<file path="src/rtl/pipe_ctrl_unit_pkg.sv">
// Shared definitions for the pipeline control unit.
// Purpose : memory wait-state FSM encodings, the legal SRAM latency range,
//           and the packed bundle of stage-register control outputs.
// Ports   : none (package).
package pipe_ctrl_unit_pkg;

    // Wait-state FSM encodings, kept as plain constants so older tools can read them
    localparam logic [1:0] ST_IDLE = 2'd0;
    localparam logic [1:0] ST_BUSY = 2'd1;
    localparam logic [1:0] ST_DONE = 2'd2;

    // Wait cycles must fit the 4-bit down-counter and be at least one
    localparam int SRAM_LAT_MIN = 1;
    localparam int SRAM_LAT_MAX = 15;

    function automatic bit sram_lat_ok(input int lat);
        return (lat >= SRAM_LAT_MIN) && (lat <= SRAM_LAT_MAX);
    endfunction

    // Every load/flush/select line driven toward the datapath
    typedef struct packed {
        logic pc_ld;
        logic pc_sel_br;
        logic if_id_ld;
        logic if_id_flush;
        logic id_exe_ld;
        logic id_exe_flush;
        logic exe_mem_ld;
        logic mem_wb_ld;
        logic sr_ld;
    } ctrl_t;

endpackage

</file>
<file path="src/rtl/pipe_ctrl_unit_sram_wait_fsm.sv">
// Memory wait-state sequencer.
// Purpose : freezes the pipeline while a MEM-stage SRAM access completes.
//           IDLE opens an access, BUSY counts the wait cycles down, DONE
//           lets the pipeline advance for exactly one cycle.
// Ports   : clk, rst        - clock and synchronous active-high reset
//           mem_r_en/w_en   - MEM-stage load/store request
//           sram_start      - one-cycle pulse opening an access
//           mem_busy        - stall request toward the control mux
module pipe_ctrl_unit_sram_wait_fsm
    import pipe_ctrl_unit_pkg::*;
#(
    parameter int SRAM_LAT = 5
) (
    input  logic clk,
    input  logic rst,
    input  logic mem_r_en,
    input  logic mem_w_en,
    output logic sram_start,
    output logic mem_busy
);

    localparam logic [3:0] LAT_INIT = 4'(SRAM_LAT - 1);

    logic [1:0] state_q, state_d;
    logic [3:0] cnt_q, cnt_d;
    logic       mem_req;

    assign mem_req = mem_r_en | mem_w_en;

    // Next-state and outputs. Reset overrides everything so an access in
    // flight is abandoned and no new pulse escapes while reset is held.
    always_comb begin
        state_d    = state_q;
        cnt_d      = cnt_q;
        sram_start = 1'b0;
        mem_busy   = 1'b0;
        if (rst) begin
            state_d = ST_IDLE;
            cnt_d   = 4'd0;
        end else begin
            case (state_q)
                ST_IDLE: begin
                    if (mem_req) begin
                        sram_start = 1'b1;
                        mem_busy   = 1'b1;
                        cnt_d      = LAT_INIT;
                        state_d    = ST_BUSY;
                    end
                end
                ST_BUSY: begin
                    mem_busy = 1'b1;
                    if (cnt_q == 4'd0) begin
                        state_d = ST_DONE;
                    end else begin
                        cnt_d = cnt_q - 4'd1;
                    end
                end
                // The request is still visible here, but this is the cycle
                // the stalled instruction leaves MEM, so it must not restart.
                ST_DONE: state_d = ST_IDLE;
                default: state_d = ST_IDLE;
            endcase
        end
    end

    // State and counter registers
    always_ff @(posedge clk) begin
        state_q <= state_d;
        cnt_q   <= cnt_d;
    end

endmodule

</file>
<file path="src/rtl/pipe_ctrl_unit.sv">
// Central stall/flush sequencer for the 5-stage pipeline around EXE.
// Purpose : RAW hazard detection, branch flushes, and memory wait-state
//           freezing; drives stage-register ld/flush, PC and status loads.
// Ports   : clk, rst                  - clock, synchronous active-high reset
//           fwd_en                    - forwarding active (only load-use stalls)
//           id_src1/src2, id_use_src1, id_two_src - ID source operands
//           exe_dest, exe_wb_en, exe_mem_r_en, exe_s, exe_br_taken - EXE info
//           mem_dest, mem_wb_en, mem_r_en, mem_w_en - MEM info
//           pc_ld, pc_sel_br, *_ld, *_flush, sr_ld   - datapath controls
//           sram_start, mem_busy      - SRAM handshake and stall indication
module pipe_ctrl_unit
    import pipe_ctrl_unit_pkg::*;
#(
    parameter int SRAM_LAT = 5
) (
    input  logic       clk,
    input  logic       rst,
    input  logic       fwd_en,
    input  logic [3:0] id_src1,
    input  logic [3:0] id_src2,
    input  logic       id_use_src1,
    input  logic       id_two_src,
    input  logic [3:0] exe_dest,
    input  logic       exe_wb_en,
    input  logic       exe_mem_r_en,
    input  logic       exe_s,
    input  logic       exe_br_taken,
    input  logic [3:0] mem_dest,
    input  logic       mem_wb_en,
    input  logic       mem_r_en,
    input  logic       mem_w_en,
    output logic       pc_ld,
    output logic       pc_sel_br,
    output logic       if_id_ld,
    output logic       if_id_flush,
    output logic       id_exe_ld,
    output logic       id_exe_flush,
    output logic       exe_mem_ld,
    output logic       mem_wb_ld,
    output logic       sr_ld,
    output logic       sram_start,
    output logic       mem_busy
);

    if (!sram_lat_ok(SRAM_LAT)) begin : g_bad_lat
        $error("pipe_ctrl_unit: SRAM_LAT must be within 1..15");
    end

    logic  hz_exe, hz_mem, hazard;
    ctrl_t ctrl;

    pipe_ctrl_unit_sram_wait_fsm #(.SRAM_LAT(SRAM_LAT)) u_wait_fsm (
        .clk        (clk),
        .rst        (rst),
        .mem_r_en   (mem_r_en),
        .mem_w_en   (mem_w_en),
        .sram_start (sram_start),
        .mem_busy   (mem_busy)
    );

    // RAW compare against the two younger-than-WB producers. With forwarding
    // only a load in EXE cannot be bypassed in time, so only that one stalls.
    always_comb begin
        hz_exe = exe_wb_en & ((id_use_src1 & (exe_dest == id_src1)) |
                              (id_two_src  & (exe_dest == id_src2)));
        hz_mem = mem_wb_en & ((id_use_src1 & (mem_dest == id_src1)) |
                              (id_two_src  & (mem_dest == id_src2)));
        hazard = fwd_en ? (hz_exe & exe_mem_r_en) : (hz_exe | hz_mem);
    end

    // Priority mux: reset > memory busy > branch > hazard > run.
    // A branch outranks a hazard because the hazarded instruction is
    // being flushed anyway; a branch held during a stall waits for DONE.
    always_comb begin
        ctrl = '{pc_ld: 1'b1, pc_sel_br: 1'b0, if_id_ld: 1'b1, if_id_flush: 1'b0,
                 id_exe_ld: 1'b1, id_exe_flush: 1'b0, exe_mem_ld: 1'b1,
                 mem_wb_ld: 1'b1, sr_ld: 1'b0};
        if (!rst) begin
            if (mem_busy) begin
                ctrl = '0;
            end else begin
                ctrl.sr_ld = exe_s;
                if (exe_br_taken) begin
                    ctrl.pc_sel_br    = 1'b1;
                    ctrl.if_id_flush  = 1'b1;
                    ctrl.id_exe_flush = 1'b1;
                end else if (hazard) begin
                    ctrl.pc_ld        = 1'b0;
                    ctrl.if_id_ld     = 1'b0;
                    ctrl.id_exe_flush = 1'b1;
                end
            end
        end
    end

    assign pc_ld        = ctrl.pc_ld;
    assign pc_sel_br    = ctrl.pc_sel_br;
    assign if_id_ld     = ctrl.if_id_ld;
    assign if_id_flush  = ctrl.if_id_flush;
    assign id_exe_ld    = ctrl.id_exe_ld;
    assign id_exe_flush = ctrl.id_exe_flush;
    assign exe_mem_ld   = ctrl.exe_mem_ld;
    assign mem_wb_ld    = ctrl.mem_wb_ld;
    assign sr_ld        = ctrl.sr_ld;

endmodule
</file>
<file path="config.mk">
export PLATFORM = sky130hd
export DESIGN_NAME = pipe_ctrl_unit
export DESIGN_NICKNAME = d
export VERILOG_FILES = /design/src/rtl/pipe_ctrl_unit_pkg.sv /design/src/rtl/pipe_ctrl_unit_sram_wait_fsm.sv /design/src/rtl/pipe_ctrl_unit.sv
export SDC_FILE = /design/constraint.sdc
export NUM_CORES = 1
export LEC_CHECK = 0
export ABC_AREA = 0
export CORE_MARGIN = 1
export CORE_UTILIZATION = 37
export DETAILED_ROUTE_END_ITERATION = 8
export HOLD_SLACK_MARGIN = 0.03
export PLACE_DENSITY = 0.83
export RECOVER_POWER = 100
export SKIP_LAST_GASP = 1
export SYNTH_ARGS = -nofsm -noshare
export SYNTH_HDL_FRONTEND = slang
export SYNTH_SLANG_ARGS = --single-unit
</file>
<file path="constraint.sdc">
create_clock -name clk -period 2.5 [get_ports clk]
set_clock_uncertainty 0.1 [all_clocks]
set_input_delay 0.5 -clock clk [delete_from_list [all_inputs] [get_ports clk]]
set_output_delay 0.5 -clock clk [all_outputs]
set_load 0.005 [all_outputs]
</file>
==> summary.txt, run 1 <==
Clock network
  • Clk buf depth: 2
  • Clk_lat worst skew: ~0.25 ns
  • CTS Buf Count: 3
  • CTS root buf: clkbuf_4
  • CTS Sinks: 6
  • H-tree depth: 1
  • Clk slew on worst S/H paths: approximately 0.04 ns
  • TritonCTS clock tree: built

Synth
  • Synth Area in Simple Gates: 0.305
  • Count leader, synth: xor2_1
  • Post-synthesis sequential area ratio: 0.208
  • Synth top cells by count: xor2_1, nor2_1, dfxtp_1, xnor2_1
  • Synth warnings: 0
  • Post-synthesis cell type count: 26
  • Synth area leaders: dfxtp_1, xor2_1, xnor2_1
  • Post-Synth Adder-Cell Area: 0.0216
  • Post-Synthesis Cell Area: 578 um2
  • FFs w/ async S/R, synth: 0
  • Mux cell area share after synthesis: 0
  • #FFs+latches synth: 6
  • Average footprint of a synthesized cell: 7.92 um2
  • Number of flops mapped to enable cells by yosys: 0
  • Cell taking the most area after synthesis: dfxtp_1
  • Post-synthesis compound-gate area fraction: 0.102
  • Xor/xnor cell area share of the yosys netlist: 0.273
  • Main combinational cell family by area after synthesis: simple AND/OR/NAND/NOR gates
  • Mapped Nets: approximately 100
  • Top cell type's share of synthesized area: 0.208
  • Post-Syn Instances: 73
  • Main flop type after synthesis: dfxtp_1

Global route
  • GRT overflow: 0
  • Total track usage: 0.217
  • Initial antenna violation count: 0
  • Vias in the first global route: approximately 700
  • First-pass GRT wire length: slightly below 3 mm
  • Largest net degree at the start of global routing: 8

Die
  • Die ar.: 1720 um2
  • IO Pins: 39
  • Row count: 13
  • DIE WIDTH: 41.5 um
  • Die Height: 41.5 um
  • Initial Util: 0.418
  • Core Region: 1380 um2

Layout
  • Final core utilization: 0.776
  • Synthesis-to-finish area growth: 85.5%
  • Antenna diodes: 0
  • Nets: between 150 and 200
  • Share of cells above drive strength 1: 0.250
  • Final Cell Area: 1070 um2
  • Fillers: roughly 110

Pwr
  • Sw frac: 0.337
  • Sw power: 0.000140 W
  • Worst VDD drop: around 0.3 mV
  • Power Internal: 0.000276 W
  • Leak pwr: 0.521 nW
  • Combinational fraction of design power: 0.493
  • Power per cell area: ~390 nW/um2
  • Clock power share: 0.215
  • Flop pwr share: 0.292

Outcome
  • Status: finished clean

Critical path
  • Critical path, cell by cell: dlygate4sd2_1 > nor3_2 > nor3_2 > nor2_2 > and2_0 > clkdlybuf4s50_1
  • CP bufs+invs: 2
  • Most frequent CP cell: nor3_2
  • Startpoint type of the worst setup path: input port
  • Crit-path leading delay family: buffers and inverters
  • CP Data Required Time: 1.90 ns
  • CP arrival: approximately 1.8 ns
  • Slowest stage delay, CP: about 0.50 ns
  • Crit Path Max Fanout: 3
  • CP max stage cell: clkdlybuf4s50_1
  • WS Path Type: in -> out
  • Critical path capture point type: output port

Detailed routing
  • Drt total wl: roughly 1.8 mm
  • Post-route ant nets: 0
  • Routed WL per cell: 13.7 um
  • DRC violations left: 0
  • Via count: 701
  • Vias per inst: 5.19
  • Iter 0 DRT Violations: 20
  • Drt pass-1 iters: 6

STA
  • Worst Max-Slew Pin Slew: 0.319 ns
  • Final hold vios: 0
  • RSZ-0062 raised after global routing: false
  • Fin crit share: 0.964
  • Slew Viols, Final: 0
  • Final Critical Period: roughly 2.4 ns
  • Maximum clock rate: 0.415 GHz
  • Final setup vio count: 0
  • Rel. slew slack: 0.785
  • Final worst slack: 0.0905 ns

Placed design
  • Pre-CTS WS: -0.425 ns
  • Post-DP HPWL: 1.36 mm
  • DP Area: 1000 um2
  • Gpl congestion: 0.889
  • PortBufs: 38

Run
  • Max_cap viols: 0

Min path
  • Hold WC Path Type: reg -> reg
[flip-flops by register name (all words and copies together) (netlist names)]
name,flops
u_wait_fsm.cnt_q,4
u_wait_fsm.state_q,2
[power groups by stage]
| stage | registers, W | clock network, W | logic, W |
|---|---|---|---|
| 2_1_floorplan | 0.000120 | 0 | 0.000106 |
| 3_3_place_gp | 0.000122 | 0 | 0.000204 |
| 3_5_place_dp | 0.000122 | 0 | 0.000210 |
| 4_1_cts | 0.000121 | 0.0000922 | 0.000210 |
| 5_1_grt | 0.000122 | 0.0000971 | 0.000223 |
| 6_report | 0.000121 | 0.0000894 | 0.000205 |
[layout by cell type, fill, tap and decap left out]
cell and count:
dlygate4sd2_1 17, xor2_1 12, clkdlybuf4s50_1 11, buf_4 10, xnor2_1 6, nor2_1 6, dlymetal6s2s_1 6, dfxtp_1 6
inv_1 5, nor3_2 4, clkbuf_4 4, nor4_2 3, nand3_1 3, a21oi_1 3, nor2b_4 2, nand3_2 2
a31oi_1 2, nand2_1 2, buf_2 2, nor2_2 1, and2_1 1, o21ai_2 1, nand4_1 1, o21a_1 1
and2_0 1, o21ai_0 1, a21oi_2 1, a221oi_1 1, nor4_1 1, nor3b_1 1, ha_1 1, clkdlybuf4s15_1 1
dlygate4sd3_1 1
[worst register-to-register path: cells and delay by family (launching register included)]
family,cells,cell delay (ns)
adder cells (fa/ha/maj),1,0.22
AND/OR/NAND/NOR,4,0.55
XOR/XNOR,1,0.19
flip-flops,1,0.35
buffers and inverters,1,0.07
[cells by family (layout without fill, tap and decap cells)]
family                     Yosys count  count (layout)
xor gates and xnor gates            18              18
buffers and inverters               10              57
and+or+nand+nor                     28              28
AOI/OAI and AO/OA                   10              10
adders and majority gates            1               1
DFF                                  6               6
[per-layer routing]
metal | vias to the layer above | share of wire | GRT usage
li1 | 345 | - | -
met5 | - | 0 | 0
met3 | 0 | 0.053 | 0.0522
met1 | 325 | 0.38 | 0.233
met2 | 31 | 0.57 | 0.434
met4 | 0 | 0 | 0.0194
[layout make-up]
| class | count | area, um2 | share of cell area |
|---|---|---|---|
| tap | 15 | 18.8 | 0.0175 |
| clock buffer | 3 | 22.5 | 0.0210 |
| multi-input combinational | 57 | 445 | 0.415 |
| timing repair buffer | 49 | 447 | 0.417 |
| inverter | 5 | 18.8 | 0.0175 |
| sequential | 6 | 120 | 0.112 |
[through the flow]
| stage | total power (W) | TNS (ns) | instances | hold WS (ns) |
|---|---|---|---|---|
| final | 0.000416 | 0 | 135 | 0.399 |
| after global routing | 0.000442 | 0 | 135 | 0.405 |
| after detailed placement | 0.000333 | -1.66 | 129 | 0.400 |
| after global placement | 0.000325 | -1.47 | 129 | 0.377 |
| after floorplan | 0.000226 | 0 | 73 | 0.368 |
| after CTS | 0.000424 | -0.0216 | 135 | 0.406 |
[final timing paths]
check                           start                  end  slack, ns  cells past startpoint
setup reg to reg  u_wait_fsm.cnt_q[0]  u_wait_fsm.cnt_q[3]       0.91                      7
hold reg to reg   u_wait_fsm.cnt_q[0]  u_wait_fsm.cnt_q[0]       0.40                      2
setup / recovery             mem_w_en                sr_ld       0.09                      6
hold / removal    u_wait_fsm.cnt_q[0]  u_wait_fsm.cnt_q[0]       0.40                      2
[what timing repair did]
item | in CTS | in global routing
pin swaps | 15 | 9
setup buffers | 3 | 0
setup endpoints to repair | 9 | 5
hold buffers | 0 | 0
gates resized for setup | 35 | 11
Power figures use the tool's default switching activity.
==> run 2: changes to the inputs <==
--- a/config.mk
+++ b/config.mk
@@ -13,6 +13,7 @@
 export PLACE_DENSITY = 0.83
 export RECOVER_POWER = 100
 export SKIP_LAST_GASP = 1
+export SLEW_MARGIN = 20
 export SYNTH_ARGS = -nofsm -noshare
 export SYNTH_HDL_FRONTEND = slang
 export SYNTH_SLANG_ARGS = --single-unit
==> results of run 2 <==
Final layout, timing and power as in run 1 (identical DEF).
==> run 3: changes to the inputs <==
--- a/config.mk
+++ b/config.mk
@@ -6,6 +6,7 @@
 export NUM_CORES = 1
 export LEC_CHECK = 0
 export ABC_AREA = 0
+export CAP_MARGIN = 30
 export CORE_MARGIN = 1
 export CORE_UTILIZATION = 37
 export DETAILED_ROUTE_END_ITERATION = 8
==> results of run 3 <==
Final layout, timing and power as in run 1 (identical DEF).
